[src/rtl/div_hilo_seq.sv]
// div_hilo_seq: sequencing stage around a combinational 32-bit signed divider.
// Registers the divide operands, holds them for SETTLE_CYCLES edges, then
// captures quotient into LO and the sign-corrected remainder into HI. Also
// serves mthi/mtlo writes while idle.
//
// Ports:
//   clock, clear                   rising-edge clock, async active-high reset
//   start, dividend_in, divisor_in divide request and signed operands
//   hi_wr/hi_in, lo_wr/lo_in       mthi/mtlo write strobes and data
//   div_dividend, div_divisor      registered operands driven to the divider
//   div_quotient, div_remainder    divider results (remainder is a magnitude)
//   busy, done, div_zero           stall, one-cycle completion pulse, sticky /0
//   hi_out, lo_out                 HI and LO registers
//
// SETTLE_CYCLES must lie in 1..15 (4-bit counter).
module div_hilo_seq #(
    parameter int unsigned SETTLE_CYCLES = 4
) (
    input  logic        clock,
    input  logic        clear,
    input  logic        start,
    input  logic [31:0] dividend_in,
    input  logic [31:0] divisor_in,
    input  logic        hi_wr,
    input  logic        lo_wr,
    input  logic [31:0] hi_in,
    input  logic [31:0] lo_in,
    output logic [31:0] div_dividend,
    output logic [31:0] div_divisor,
    input  logic [31:0] div_quotient,
    input  logic [31:0] div_remainder,
    output logic        busy,
    output logic        done,
    output logic        div_zero,
    output logic [31:0] hi_out,
    output logic [31:0] lo_out
);

    localparam int unsigned CNT_W  = 4;
    localparam int unsigned DATA_W = 32;

    typedef enum logic {
        S_IDLE   = 1'b0,
        S_SETTLE = 1'b1
    } state_t;

    state_t              state_q, state_d;
    logic [CNT_W-1:0]    cnt_q, cnt_d;
    logic [DATA_W-1:0]   dividend_q, dividend_d;
    logic [DATA_W-1:0]   divisor_q, divisor_d;
    logic [DATA_W-1:0]   hi_q, hi_d;
    logic [DATA_W-1:0]   lo_q, lo_d;
    logic                busy_q, busy_d;
    logic                done_q, done_d;
    logic                dz_q, dz_d;
    logic                last_cycle;

    // Final settle edge: the divider outputs are valid and get captured.
    assign last_cycle = (state_q == S_SETTLE) && (cnt_q == CNT_W'(1));

    // State and datapath registers.
    always_ff @(posedge clock or posedge clear) begin
        if (clear) begin
            state_q    <= S_IDLE;
            cnt_q      <= '0;
            dividend_q <= '0;
            divisor_q  <= '0;
            hi_q       <= '0;
            lo_q       <= '0;
            busy_q     <= 1'b0;
            done_q     <= 1'b0;
            dz_q       <= 1'b0;
        end else begin
            state_q    <= state_d;
            cnt_q      <= cnt_d;
            dividend_q <= dividend_d;
            divisor_q  <= divisor_d;
            hi_q       <= hi_d;
            lo_q       <= lo_d;
            busy_q     <= busy_d;
            done_q     <= done_d;
            dz_q       <= dz_d;
        end
    end

    // Next-state logic.
    always_comb begin
        state_d = state_q;
        case (state_q)
            S_IDLE:   if (start) state_d = S_SETTLE;
            S_SETTLE: if (last_cycle) state_d = S_IDLE;
            default:  state_d = S_IDLE;
        endcase
    end

    // Register next values for counter, operands, HI/LO and status.
    always_comb begin
        cnt_d      = cnt_q;
        dividend_d = dividend_q;
        divisor_d  = divisor_q;
        hi_d       = hi_q;
        lo_d       = lo_q;
        busy_d     = 1'b0;
        done_d     = 1'b0;
        dz_d       = dz_q;
        case (state_q)
            S_IDLE: begin
                // Moves apply first; a simultaneous divide overwrites later.
                if (hi_wr) hi_d = hi_in;
                if (lo_wr) lo_d = lo_in;
                if (start) begin
                    dividend_d = dividend_in;
                    divisor_d  = divisor_in;
                    cnt_d      = CNT_W'(SETTLE_CYCLES);
                    busy_d     = 1'b1;
                end
            end
            S_SETTLE: begin
                cnt_d  = cnt_q - CNT_W'(1);
                busy_d = !last_cycle;
                if (last_cycle) begin
                    done_d = 1'b1;
                    if (divisor_q == '0) begin
                        lo_d = '1;
                        hi_d = dividend_q;
                        dz_d = 1'b1;
                    end else begin
                        lo_d = div_quotient;
                        // Remainder follows the dividend's sign; zero stays zero.
                        hi_d = dividend_q[DATA_W-1] ? (DATA_W'(0) - div_remainder)
                                                    : div_remainder;
                        dz_d = 1'b0;
                    end
                end
            end
            default: begin
                cnt_d = '0;
            end
        endcase
    end

    assign div_dividend = dividend_q;
    assign div_divisor  = divisor_q;
    assign hi_out       = hi_q;
    assign lo_out       = lo_q;
    assign busy         = busy_q;
    assign done         = done_q;
    assign div_zero     = dz_q;

endmodule

[config.mk]
export PLATFORM = sky130hd
export DESIGN_NAME = div_hilo_seq
export DESIGN_NICKNAME = d
export VERILOG_FILES = /design/src/rtl/div_hilo_seq.sv
export SDC_FILE = /design/constraint.sdc
export NUM_CORES = 1
export LEC_CHECK = 0
export ABC_AREA = 1
export BUFFER_PORTS_ARGS = -buffer_cell sky130_fd_sc_hd__buf_2
export CAP_MARGIN = 20
export CORE_MARGIN = 2
export CORE_UTILIZATION = 43
export DETAILED_ROUTE_END_ITERATION = 6
export GPL_TIMING_DRIVEN = 0
export PLACE_DENSITY = 0.74
export SLEW_MARGIN = 30
export SYNTH_ARGS = -nofsm -noshare
export SYNTH_HDL_FRONTEND = slang
export SYNTH_SLANG_ARGS = --single-unit
[constraint.sdc]
create_clock -name clock -period 5.84 [get_ports clock]
set_clock_uncertainty 0.05 [all_clocks]
set_input_delay 0.584 -clock clock [delete_from_list [all_inputs] [get_ports clock]]
set_output_delay 0.584 -clock clock [all_outputs]
set_load 0.01 [all_outputs]
# ---- After elaboration in Yosys (flattened, before gate mapping)
# Cells that the tools add are included.
dict set report op_classes {
  add_sub_neg 2
  n_eq_ne 5
  muxes 18
  bitwise_logic 1
  reduce_logical 7
}
# cell count
set ops {}
lappend ops {{2-to-1 mux 32 bit} 7}
lappend ops {{case mux 32 bit (2 select lines)} 2}
lappend ops {{logical NOT 32 bit} 1}
lappend ops {{subtractor 1 x 32 -> 32 bit (first input constant)} 1}
lappend ops {{case mux 4 bit (2 select lines)} 1}
lappend ops {{AND reduction 2 bit} 4}
lappend ops {{inequality test 2 bit (second input constant)} 3}
lappend ops {{2-to-1 mux 1 bit} 5}
lappend ops {{equality test 4 x 1 -> 1 bit (second input constant)} 1}
lappend ops {{2-to-1 mux 4 bit} 1}
lappend ops {{case mux 1 bit (2 select lines)} 2}
lappend ops {{subtractor 4 x 1 -> 4 bit (second input constant)} 1}
lappend ops {{inequality test 2 x 1 -> 1 bit (second input constant)} 1}
lappend ops {{logical AND 1 bit} 1}
lappend ops {{logical NOT 1 bit} 1}
lappend ops {{NOT 1 bit} 1}
dict set report totals {
  reg_bits 136
  in_bits 197
  out_inout_bits 131
  wordCells 42
}

# ---- Logic depth before layout (Yosys ltp)
# Gate-level depths: netlist of run 1.
dict set report depth {
  ltp_word 5
  mapped_depth 12
  depth_no_buf 12
}

# ---- Least setup slack after synthesis of run 1
# No wires, ideal clock.
dict set report synth_timing {
  kind {input to register}
  start {input div_remainder[1]}
  end {register hi_q[18] (netlist: hi_out[18])}
  setup_ns 0.122
  t_arrival_ns 1.529
  t_required_ns 5.668
  setup_slack_ns 4.139
  path_stages 11
  n_path_buf 0
  cell_sequence {inv_1 ha_1 nand3_1 nor2_2 nand2_1 nand2_1 nand2_1 nand2_1 nand3_1 nand2_1 a21oi_1}
}
dict set report synth_between {
  elab_chain_cells 5
}
# item line
set synth_lines {}
lappend synth_lines {{start: declaration} 31} ;# input logic [31:0] div_remainder,
lappend synth_lines {{subtractor 1 x 32 -> 32 bit} 130} ;# hi_d = dividend_q[DATA_W-1] ? (DATA_W'(0) - div_remainder)
lappend synth_lines {{2-to-1 mux 32 bit} 130}
lappend synth_lines {{2-to-1 mux 32 bit} 123} ;# if (divisor_q == '0) begin
lappend synth_lines {{2-to-1 mux 32 bit} 121} ;# if (last_cycle) begin
lappend synth_lines {{case mux 32 bit (2 select lines)} 106} ;# case (state_q)
lappend synth_lines {{end signal: assignment} 78} ;# hi_q <= hi_d;
lappend synth_lines {{end: declaration} 51} ;# logic [DATA_W-1:0] hi_q, hi_d;
# Every way passes these cells. The select of a mux whose other input is x is not followed.
# A chain may end at the register's enable or synchronous reset.

# ---- Worst setup path after layout of run 1
dict set report layout_timing {
  start {input div_remainder[0]}
  end {register hi_q[14] (netlist: hi_out[14])}
}
# The elaborated chain is that of the path after synthesis.

==> impl_metrics.csv, run 1 <==
group,metric,value,unit
drt,viasPerCell,5.034,
place,dp_hpwl,19340,µm
pwr,pwr-share-clk,0.219,
grt,grt_use_total,0.2733,
setup_path,critPathSlowestCell,"o21ai_0",
timing,rsz0062_at_grt,"no",
floorplanning,boundaryPins,328,
setup_path,critical_path_arrival,2.12,ns
clock_network,cts_inserted_buffers,17,
drt,drc_errors,0,
pwr,intPower,3.045,mW
grt,grt_pass1_wl,37610,µm
floorplanning,die_w,133.4,µm
timing,maxSlewHeadroom,0.6654,
pwr,seqPwrFrac,0.338,
yosys,syn_area,7202,µm²
cells_and_area,nNetsFinal,1420,
timing,worst_pin_slew,0.5019,ns
drt,vias,7334,
floorplanning,die_height,133.4,µm
timing,hold_viol,0,
clock_network,cts_tree,"built",
clock_network,root_buffer,"clkbuf_16",
yosys,ys_ff_latch,135,
clock_network,post_cts_buffers,0,
grt,grt_overflow,0,
timing,slew_violations,0,
setup_path,rr_endpoint,"hi_out[12]$_DFFE_PP0P_",
grt,grt_max_degree,74,
drt,antenna_left,0,
pwr,power,5.101,mW
timing,period_share,0.3244,
clock_network,path_clk_slew,0.06,ns
pwr,leakagePower,5.057,nW
setup_path,reg2reg_depth,9,
setup_path,cp.required,6.07,ns
floorplanning,start_util,0.4374,
setup_path,cpPeakStageDelay,0.36,ns
yosys,synth_nets,1073,
clock_network,clock_path_buffers,2,
drt,first_pass_iters,5,
setup_path,worstPathCellList,"buf_2, inv_1, ha_1, nand3_1, nor2_1, nand2_1, nand2_1, nor2_1, o21ai_0, a21oi_1",
cells_and_area,drive_gt1_frac,0.3820,
cells_and_area,syn_to_final_growth,35.65,%
timing,max_freq,0.5279,GHz
drt,drt_iter0_drc,405,
clock_network,cts_sinks,135,
pwr,peakVddDrop,0.3106,mV
place,gp_congestion,0.9417,
yosys,yosys-top-cells-count,"nand2_1, nor2_1, dfrtp_1",
setup_path,crit_type,"in -> reg",
yosys,yosys-top-cells-area,"dfrtp_1, nand2_1, mux2_2, nor2_1, nand3_1",
yosys,synthCells,873,
floorplanning,dieArea,17800,µm²
setup_path,path_delay_family,"simple AND/OR/NAND/NOR gates",
setup_path,cp-end-kind,"register",
setup_path,cp_max_fo,6,
yosys,synthArstFlopShare,1.000,
drt,wl_per_cell,16.90,µm
place,port_buffers,327,
clock_network,htreeDepth,4,
floorplanning,rows,47,
pwr,p_per_area,522.1,nW/µm²
clock_network,clk_latency,0.42,ns
setup_path,cp-start-kind,"input pin",
pwr,combPwrFrac,0.443,
clock_network,cts_hold_buf,0,
grt,antenna_found_initial,5,
drt,wl,24620,µm
yosys,synth-seq-area-share,0.4691,
yosys,yosysWarnings,0,
pwr,p_sw,2.056,mW
setup_path,r2r_slack,4.01,ns
yosys,synth_cell_types,35,
floorplanning,core,16470,µm²
grt,grt_pass1_vias,7208,
setup_path,r2r-start,"div_divisor[25]$_DFFE_PP0P_",
cells_and_area,fin_util,0.5933,
pwr,p_sw_frac,0.4031,
timing,setup_viol_count_final,0,
setup_path,cp_num_buf_inv,2,
yosys,synth_top_cell_by_area,"dfrtp_1",
timing,period_minus_slack,1.894,ns
yosys,synth-edff-count,0,
yosys,avgSynthCellArea,8.250,µm²
worst_hold_path,hold_class,"in -> async",
setup_path,startpoint,"div_remainder[0]",
status,status,"completed",
yosys,synth_top_cell_area_share,0.4691,
yosys,synth.most_common_cell,"nand2_1",
timing,whs,0.1295,ns
flow_run,drv_cap,0,
clock_network,postCtsResizedCells,0,
yosys,ys.flop_type,"dfrtp_1",
-- layout make-up --
class	instances	area, µm²
fillers	1549	6696
flip-flops and latches	135	3378
multi-input cells	655	3378
repair buffers	328	1664
clock buffers	19	442.9
plain buffers	45	300.3
well taps	220	275.3
clock inverters	13	167.7
inverters	38	152.6
diodes	4	10.01
-- power by group through the flow --
stage | clock network [mW] | logic [mW] | registers [mW]
6_report | 1.12 | 2.26 | 1.72
5_1_grt | 1.18 | 2.50 | 1.78
4_1_cts | 1.14 | 2.28 | 1.72
3_5_place_dp | 0 | 2.26 | 1.74
3_3_place_gp | 0 | 2.22 | 1.72
2_1_floorplan | 0 | 1.16 | 1.89
-- per-layer routing --
layer,global-route usage,routed length [µm],vias to the layer above
met1,0.3307,9951,3384
met4,0.09338,522,2
li1,-,-,3581
met5,0,13,-
met3,0.07991,1996,34
met2,0.4674,12130,333
-- registers in the layout (all words and copies together) (netlist names) --
name,count
div_divisor,32
busy,1
cnt_q,4
done,1
hi_out,32
div_dividend,32
div_zero,1
lo_out,32
-- metrics by stage --
step	instance area (µm²)	setup TNS (ns)	cells	setup WS (ns)
finish	9769	0	1457	3.946
global route	9769	0	1457	3.857
CTS	9759	0	1453	3.999
detailed placement	9149	0	1421	3.563
global placement	9114	-0.1161	1420	-0.006014
floorplan	7202	0	873	1.595
-- layout by cell type (no fill, tap or decap), types with 2 or more instances in the layout --
cell and instances:
xor2_1 4, clkinvlp_4 2, dfrtp_1 135, clkbuf_16 17, bufinv_16 3, nor2_2 2, clkinv_4 2, buf_6 11
a21oi_1 65, nor2_1 149, buf_1 2, nand2_1 186, o211ai_1 3, ha_1 3, clkbuf_1 10, diode_2 4
buf_4 8, xnor2_1 2, inv_2 2, nand2_4 2, clkinv_2 2, nand2_2 4, buf_2 342, a21boi_0 3
nand3_1 72, inv_1 34, mux2_2 60, nor2_4 2, inv_6 4, o21ai_1 66, o21ai_0 22
-- worst register-to-register path, cell delays in order, from the launching register on --
cell,delay [ns]
dfrtp_1,0.40
nor2_1,0.06
nand2_1,0.11
nor2_1,0.06
and2_4,0.16
nand2_4,0.14
buf_6,0.17
nand2_1,0.06
o21ai_0,0.36
a21oi_1,0.12
-- kinds of logic after synthesis --
kind of cell | count (synthesis) | share of synthesized area
AO/OA/AOI/OAI | 163 | 0.1178
AND/OR/NAND/NOR | 423 | 0.2450
XOR/XNOR | 6 | 0.007297
flip-flops | 135 | 0.4691
buffers and inverters | 83 | 0.06185
adder cells (fa/ha/maj) | 3 | 0.005213
multiplexers | 60 | 0.09382
-- worst max-delay path by stage --
stage / endpoint / slack (ns) / depth (start not counted)
2_1_floorplan: busy$_DFF_PP0_ / 1.59 / 1
3_3_place_gp: hi_out[29]$_DFFE_PP0P_ / -0.006 / 2
3_5_place_dp: hi_out[14]$_DFFE_PP0P_ / 3.56 / 10
4_1_cts: hi_out[14]$_DFFE_PP0P_ / 4.00 / 10
5_1_grt: hi_out[9]$_DFFE_PP0P_ / 3.86 / 10
6_report: hi_out[14]$_DFFE_PP0P_ / 3.95 / 10
Note: power is estimated with default switching activity, not from simulation.
==> inputs of run 2 (changes only) <==
- ABC_AREA: 1 -> 0
- CORE_UTILIZATION: 43 -> 42
- PLACE_DENSITY: 0.74 -> 0.77
- clock period: 5.84 -> 1.6 ns (I/O delays scaled with it)
==> run 2 against run 1 <==
- routed wire length grew 24%
- synthesized cell count shrank 23%
- the flow now finishes with violations (setup timing)
- sequential cell count is the same
- core utilization grew 18 points
- synthesized area shrank 5.9%
- largest power group unchanged
- critical endpoint is now hi_out[18]$_DFFE_PP0P_
==> impl_metrics.csv, run 2 <==
group,metric,value,unit
yosys,syn_area,6780,µm²
clock_network,clk_latency,0.43,ns
worst_hold_path,hold_start,"lo_in[4]",
pwr,leakagePower,5.737,nW
cells_and_area,drive_gt1_frac,0.5204,
timing,max_freq,0.4875,GHz
status,violations,"setup timing",
worst_hold_path,hold_class,"in -> reg",
timing,hold_viol,0,
timing,period_share,1.282,
yosys,yosys-top-cells-area,"dfrtp_1, mux2_2, a21oi_1, o21ai_0, o21a_1",
yosys,ys.flop_type,"dfrtp_1",
drt,viasPerCell,5.614,
timing,worst_pin_slew,0.6539,ns
grt,antenna_found_initial,2,
pwr,peakVddDrop,1.066,mV
yosys,synthCells,671,
setup_path,reg2reg_depth,7,
cells_and_area,final_common_cell,"buf_2",
yosys,synth_cell_types,43,
cells_and_area,mostFrequentLayoutCells,"buf_2, dfrtp_1, dlygate4sd3_1, nand2_1, o21ai_1",
yosys,synth-seq-area-share,0.4982,
yosys,yosysWarnings,0,
setup_path,cp-start-kind,"input pin",
floorplanning,boundaryPins,328,
floorplanning,dieArea,17180,µm²
flow_run,drv_cap,0,
clock_network,cts_tree,"built",
place,preCtsSetupSlack,-0.9343,ns
status,status,"finished with violations",
floorplanning,die_height,131.1,µm
yosys,synth_top_cell_area_share,0.4982,
clock_network,cts_sinks,135,
timing,rsz0062_at_grt,"yes",
yosys,synth_nets,871,
grt,grt_use_total,0.3337,
worst_hold_path,hold-path-cell-count,3,
yosys,avgSynthCellArea,10.10,µm²
cells_and_area,syn_to_final_growth,80.35,%
clock_network,path_clk_slew,0.06,ns
grt,grt_pass1_vias,8093,
drt,drc_errors,0,
drt,vias,7972,
floorplanning,rows,46,
yosys,synth-edff-count,0,
place,gp_congestion,0.8711,
floorplanning,die_w,131.1,µm
clock_network,htreeDepth,4,
drt,drt_iter0_drc,563,
pwr,p_per_area,1738,nW/µm²
setup_path,critical_path_arrival,2.29,ns
clock_network,root_buffer,"clkbuf_16",
setup_path,r2r-start,"div_divisor[26]$_DFFE_PP0P_",
yosys,synth.most_common_cell,"dfrtp_1",
yosys,synth_top_cell_by_area,"dfrtp_1",
clock_network,clock_path_buffers,2,
timing,setup_viol_count_final,118,
setup_path,cp.required,1.84,ns
yosys,yosys-top-cells-count,"dfrtp_1, a21oi_1, mux2_2",
yosys,synthArstFlopShare,1.000,
drt,wl_per_cell,21.51,µm
timing,worst_slack,-0.4513,ns
timing,period_minus_slack,2.051,ns
place,dp_hpwl,18470,µm
drt,antenna_left,0,
floorplanning,start_util,0.4284,
floorplanning,core,15830,µm²
pwr,power,21.25,mW
grt,grt_max_degree,30,
setup_path,cp-end-kind,"register",
timing,maxSlewHeadroom,0.5641,
setup_path,r2r_slack,-0.43,ns
setup_path,rr_endpoint,"hi_out[5]$_DFFE_PP0P_",
drt,wl,30550,µm
cells_and_area,nNetsFinal,1389,
cells_and_area,fin_util,0.7726,
grt,grt_pass1_wl,42930,µm
setup_path,cp_max_fo,6,
drt,first_pass_iters,5,
setup_path,crit_type,"in -> reg",
place,port_buffers,327,
timing,slew_violations,0,
worst_hold_path,holdPathEnd,"lo_out[4]$_DFFE_PP0P_",
grt,grt_overflow,0,
clock_network,cts_inserted_buffers,17,
yosys,ys_ff_latch,135,
-- run 2: changes by cell type after synthesis, sizes merged, moves of 32 or more --
cell    delta
nand2    -135
nor2     -121
nand3     -54
clkbuf    +33
o21a      +32
-- run 2: through the flow --
stage / TNS [ns] / std cells / hold slack [ns] / instance area [µm²]
2_1_floorplan: -54.65 / 671 / 0.2100 / 7114
4_1_cts: -20.50 / 1406 / 0.001583 / 11880
5_1_grt: -29.89 / 1419 / 0.007123 / 12230
6_report: -22.94 / 1420 / 0.003004 / 12230
3_3_place_gp: -218.23 / 1214 / 0.3398 / 9021
3_5_place_dp: -56.10 / 1219 / 0.1091 / 9129
-- run 2: layout make-up --
| type | count | area (µm²) |
|---|---|---|
| diodes | 3 | 7.507 |
| plain buffers | 44 | 545.5 |
| clock buffers | 20 | 456.7 |
| clock inverters | 11 | 123.9 |
| fillers | 978 | 3600 |
| inverters | 9 | 47.55 |
| multi-input cells | 478 | 3831 |
| flip-flops and latches | 135 | 3379 |
| well taps | 216 | 270.3 |
| repair buffers | 504 | 3566 |
-- run 2: critical path, cell delays in order --
cell and delay (ns):
buf_2 0.13, nor4_2 0.60, nand3_2 0.39, or4b_1 0.60, nand2_1 0.10, xor2_1 0.19
o211ai_1 0.13
-- run 2: per-layer routing --
layer,routed length (µm),global-route usage
met3,2562,0.09375
met2,15370,0.5843
met5,0,0
met1,10970,0.3715
met4,1643,0.1702
-- run 2: worst max path at each step --
stage | startpoint | endpoint | slack, ns | depth (start not counted)
4_1_cts | div_divisor[22]$_DFFE_PP0P_ | hi_out[14]$_DFFE_PP0P_ | -0.43 | 6
3_3_place_gp | clear | busy$_DFF_PP0_ | -1.43 | 2
3_5_place_dp | div_remainder[0] | hi_out[21]$_DFFE_PP0P_ | -0.93 | 8
6_report | div_remainder[4] | hi_out[18]$_DFFE_PP0P_ | -0.45 | 7
2_1_floorplan | div_remainder[11] | hi_out[18]$_DFFE_PP0P_ | -0.58 | 7
5_1_grt | div_divisor[26]$_DFFE_PP0P_ | hi_out[4]$_DFFE_PP0P_ | -0.49 | 8
-- run 2: timing repair --
action,4_1_cts,5_1_grt
hold buffers,106,0
hold endpoints to repair,195,0
setup endpoints to repair,128,120
setup buffers,47,17
pin swaps,51,33
resized for setup,177,75
gates cloned,11,0
-- run 2: logic make-up after synthesis --
logic type                 after synthesis  synth area share
adders and majority gates                3          0.005537
muxes                                   68            0.1122
DFF                                    135            0.4982
AOI/OAI and AO/OA                      208            0.1884
and+or+nand+nor                        169            0.1220
xor gates and xnor gates                30           0.03875
buffers and inverters                   58           0.03488
-- run 2: power by group --
part | total [mW] | internal (mW) | switching, mW
registers | 6.52 | 5.09 | 1.43
logic | 10.8 | 5.24 | 5.56
clock network | 3.94 | 2.37 | 1.57
==> inputs of run 3 (changes only) <==
- CELL_PAD_IN_SITES_DETAIL_PLACEMENT: default -> 1
- CELL_PAD_IN_SITES_GLOBAL_PLACEMENT: default -> 2
- CORE_UTILIZATION: 42 -> 24
- PLACE_DENSITY: 0.77 -> 0.76
==> run 3 against run 2 <==
- the flow still finishes with violations (setup timing)
- routed wire length increased by 4.9%
- global-route usage decreased by 12 points
- design area decreased by 1.3%
- clock power increased by 8.1%
- die area increased by 72%
- first-iteration DRC count decreased by 50%
- combinational power decreased by 6%
- sequential share of layout area increased by 0.36 points
- worst hold slack improved by 0.013 ns
- critical path depth increased by 3
- highest routed layer is now met5
- critical path type is now reg -> reg
==> impl_metrics.csv, run 3 (synthesis results as in run 2) <==
group,metric,value,unit
clock_network,htreeDepth,4,
timing,setup_viol_count_final,67,
timing,slew_violations,0,
setup_path,cp_max_fo,5,
cells_and_area,nNetsFinal,1373,
clock_network,clk_latency,0.42,ns
timing,max_freq,0.4805,GHz
place,port_buffers,327,
cells_and_area,syn_to_final_growth,78.08,%
floorplanning,die_height,172.1,µm
drt,viasPerCell,4.659,
timing,worst_pin_slew,0.5998,ns
place,gp_congestion,0.8070,
place,post-place-cells,1382,
timing,finalSetupTns,-25.24,ns
timing,rsz0062_at_grt,"yes",
place,place_area,9359,µm²
setup_path,cp-start-kind,"register",
timing,whs,0.01638,ns
timing,hold_viol,0,
cells_and_area,mostFrequentLayoutCells,"buf_2, dfrtp_1, dlygate4sd3_1, mux2_2, a21oi_1",
setup_path,crit_type,"reg -> reg",
grt,grt_overflow,0,
cells_and_area,fin_util,0.4346,
setup_path,cp-end-kind,"register",
pwr,peakVddDrop,0.6798,mV
setup_path,cp.required,1.89,ns
drt,drc_errors,0,
floorplanning,die_w,172.1,µm
pwr,p_per_area,1716,nW/µm²
clock_network,clock_path_buffers,2,
status,status,"finished with violations",
place,preCtsSetupSlack,-1.096,ns
timing,maxSlewHeadroom,0.5993,
pwr,leakagePower,5.611,nW
floorplanning,start_util,0.2441,
flow_run,drv_cap,0,
setup_path,critical_path_arrival,2.37,ns
grt,grt_pass1_wl,46820,µm
clock_network,cts_tree,"built",
clock_network,root_buffer,"clkbuf_16",
clock_network,path_clk_slew,0.06,ns
drt,wl_per_cell,20.43,µm
cells_and_area,drive_gt1_frac,0.4916,
drt,wl,32040,µm
floorplanning,core,27780,µm²
status,violations,"setup timing",
floorplanning,dieArea,29610,µm²
pwr,power,20.72,mW
cells_and_area,finalNonFillerCells,1568,
grt,grt_use_total,0.2111,
timing,worst_slack,-0.4810,ns
floorplanning,rows,61,
floorplanning,boundaryPins,328,
grt,antenna_found_initial,9,
drt,antenna_left,0,
drt,vias,7306,
cells_and_area,stdcell_area,12070,µm²
clock_network,cts_sinks,135,
worst_hold_path,hold_class,"in -> reg",
timing,period_share,1.301,
place,dp_hpwl,22620,µm
timing,period_minus_slack,2.081,ns
drt,first_pass_iters,4,
cells_and_area,final_common_cell,"buf_2",
grt,grt_pass1_vias,8026,
clock_network,cts_inserted_buffers,17,
drt,drt_iter0_drc,279,
grt,grt_max_degree,28,
## run 3: changes by cell type in the layout (fill, tap and decap cells not counted), sizes merged
cell	delta
buf	-24
clkbuf	+5
clkinvlp	-2
dlygate4sd3	+2
inv	+2
bufinv	+1
clkinv	+1
diode	+1
## run 3: where the power goes
part / switching, mW / total (mW) / internal [mW]
combinational: 5.25 / 10.1 / 4.82
sequential: 1.30 / 6.39 / 5.09
clock: 1.70 / 4.26 / 2.56
## run 3: layer usage
metal,up-vias,part of all wire,track usage
li1,3439,-,-
met1,3579,0.41,0.2515
met2,237,0.50,0.3721
met3,43,0.059,0.05768
met4,8,0.020,0.06065
met5,-,0.0014,0
## run 3: area by class of cell
cell class                 instances  area (µm²)
antenna                            4       10.01
buffer                            45       583.1
clock buffer                      19       452.9
clock inverter                    13       167.7
fill                            3207       15710
inverter                           9       50.05
multi-input combinational        478        3636
sequential                       135        3381
tap                              378       473.0
timing repair buffer             487        3321
## run 3: path summary, 6_finish.rpt
| check | endpoint | from | cells after the start | slack [ns] |
|---|---|---|---|---|
| min reg2reg | lo_out[16]$_DFFE_PP0P_ | lo_out[16]$_DFFE_PP0P_ | 2 | 0.43 |
| max reg2reg | lo_out[2]$_DFFE_PP0P_ | div_divisor[11]$_DFFE_PP0P_ | 10 | -0.48 |
| min | hi_out[26]$_DFFE_PP0P_ | hi_in[26] | 3 | 0.02 |
| max | lo_out[2]$_DFFE_PP0P_ | div_divisor[11]$_DFFE_PP0P_ | 10 | -0.48 |
| min in group asynchronous | lo_out[13]$_DFFE_PP0P_ | clear | 3 | 0.23 |
| max in group asynchronous | div_dividend[2]$_DFFE_PP0P_ | clear | 7 | 0.27 |
## run 3: timing repair
action,4_1_cts,5_1_grt
hold buffers,108,0
buffers inserted,33,8
hold endpoints to repair,166,0
gates resized for setup,126,50
pin swaps,26,27
endpoints found under the setup margin,130,128
gates cloned,6,2
## run 3: worst max-delay path, cell delays in order, from the launching register on
cell,delay (ns)
dfrtp_1,0.41
nor4_2,0.35
nand4_1,0.17
buf_4,0.18
nor2_4,0.12
buf_12,0.13
buf_12,0.12
clkbuf_16,0.13
o21a_1,0.11
a21oi_1,0.06
o21ai_1,0.17
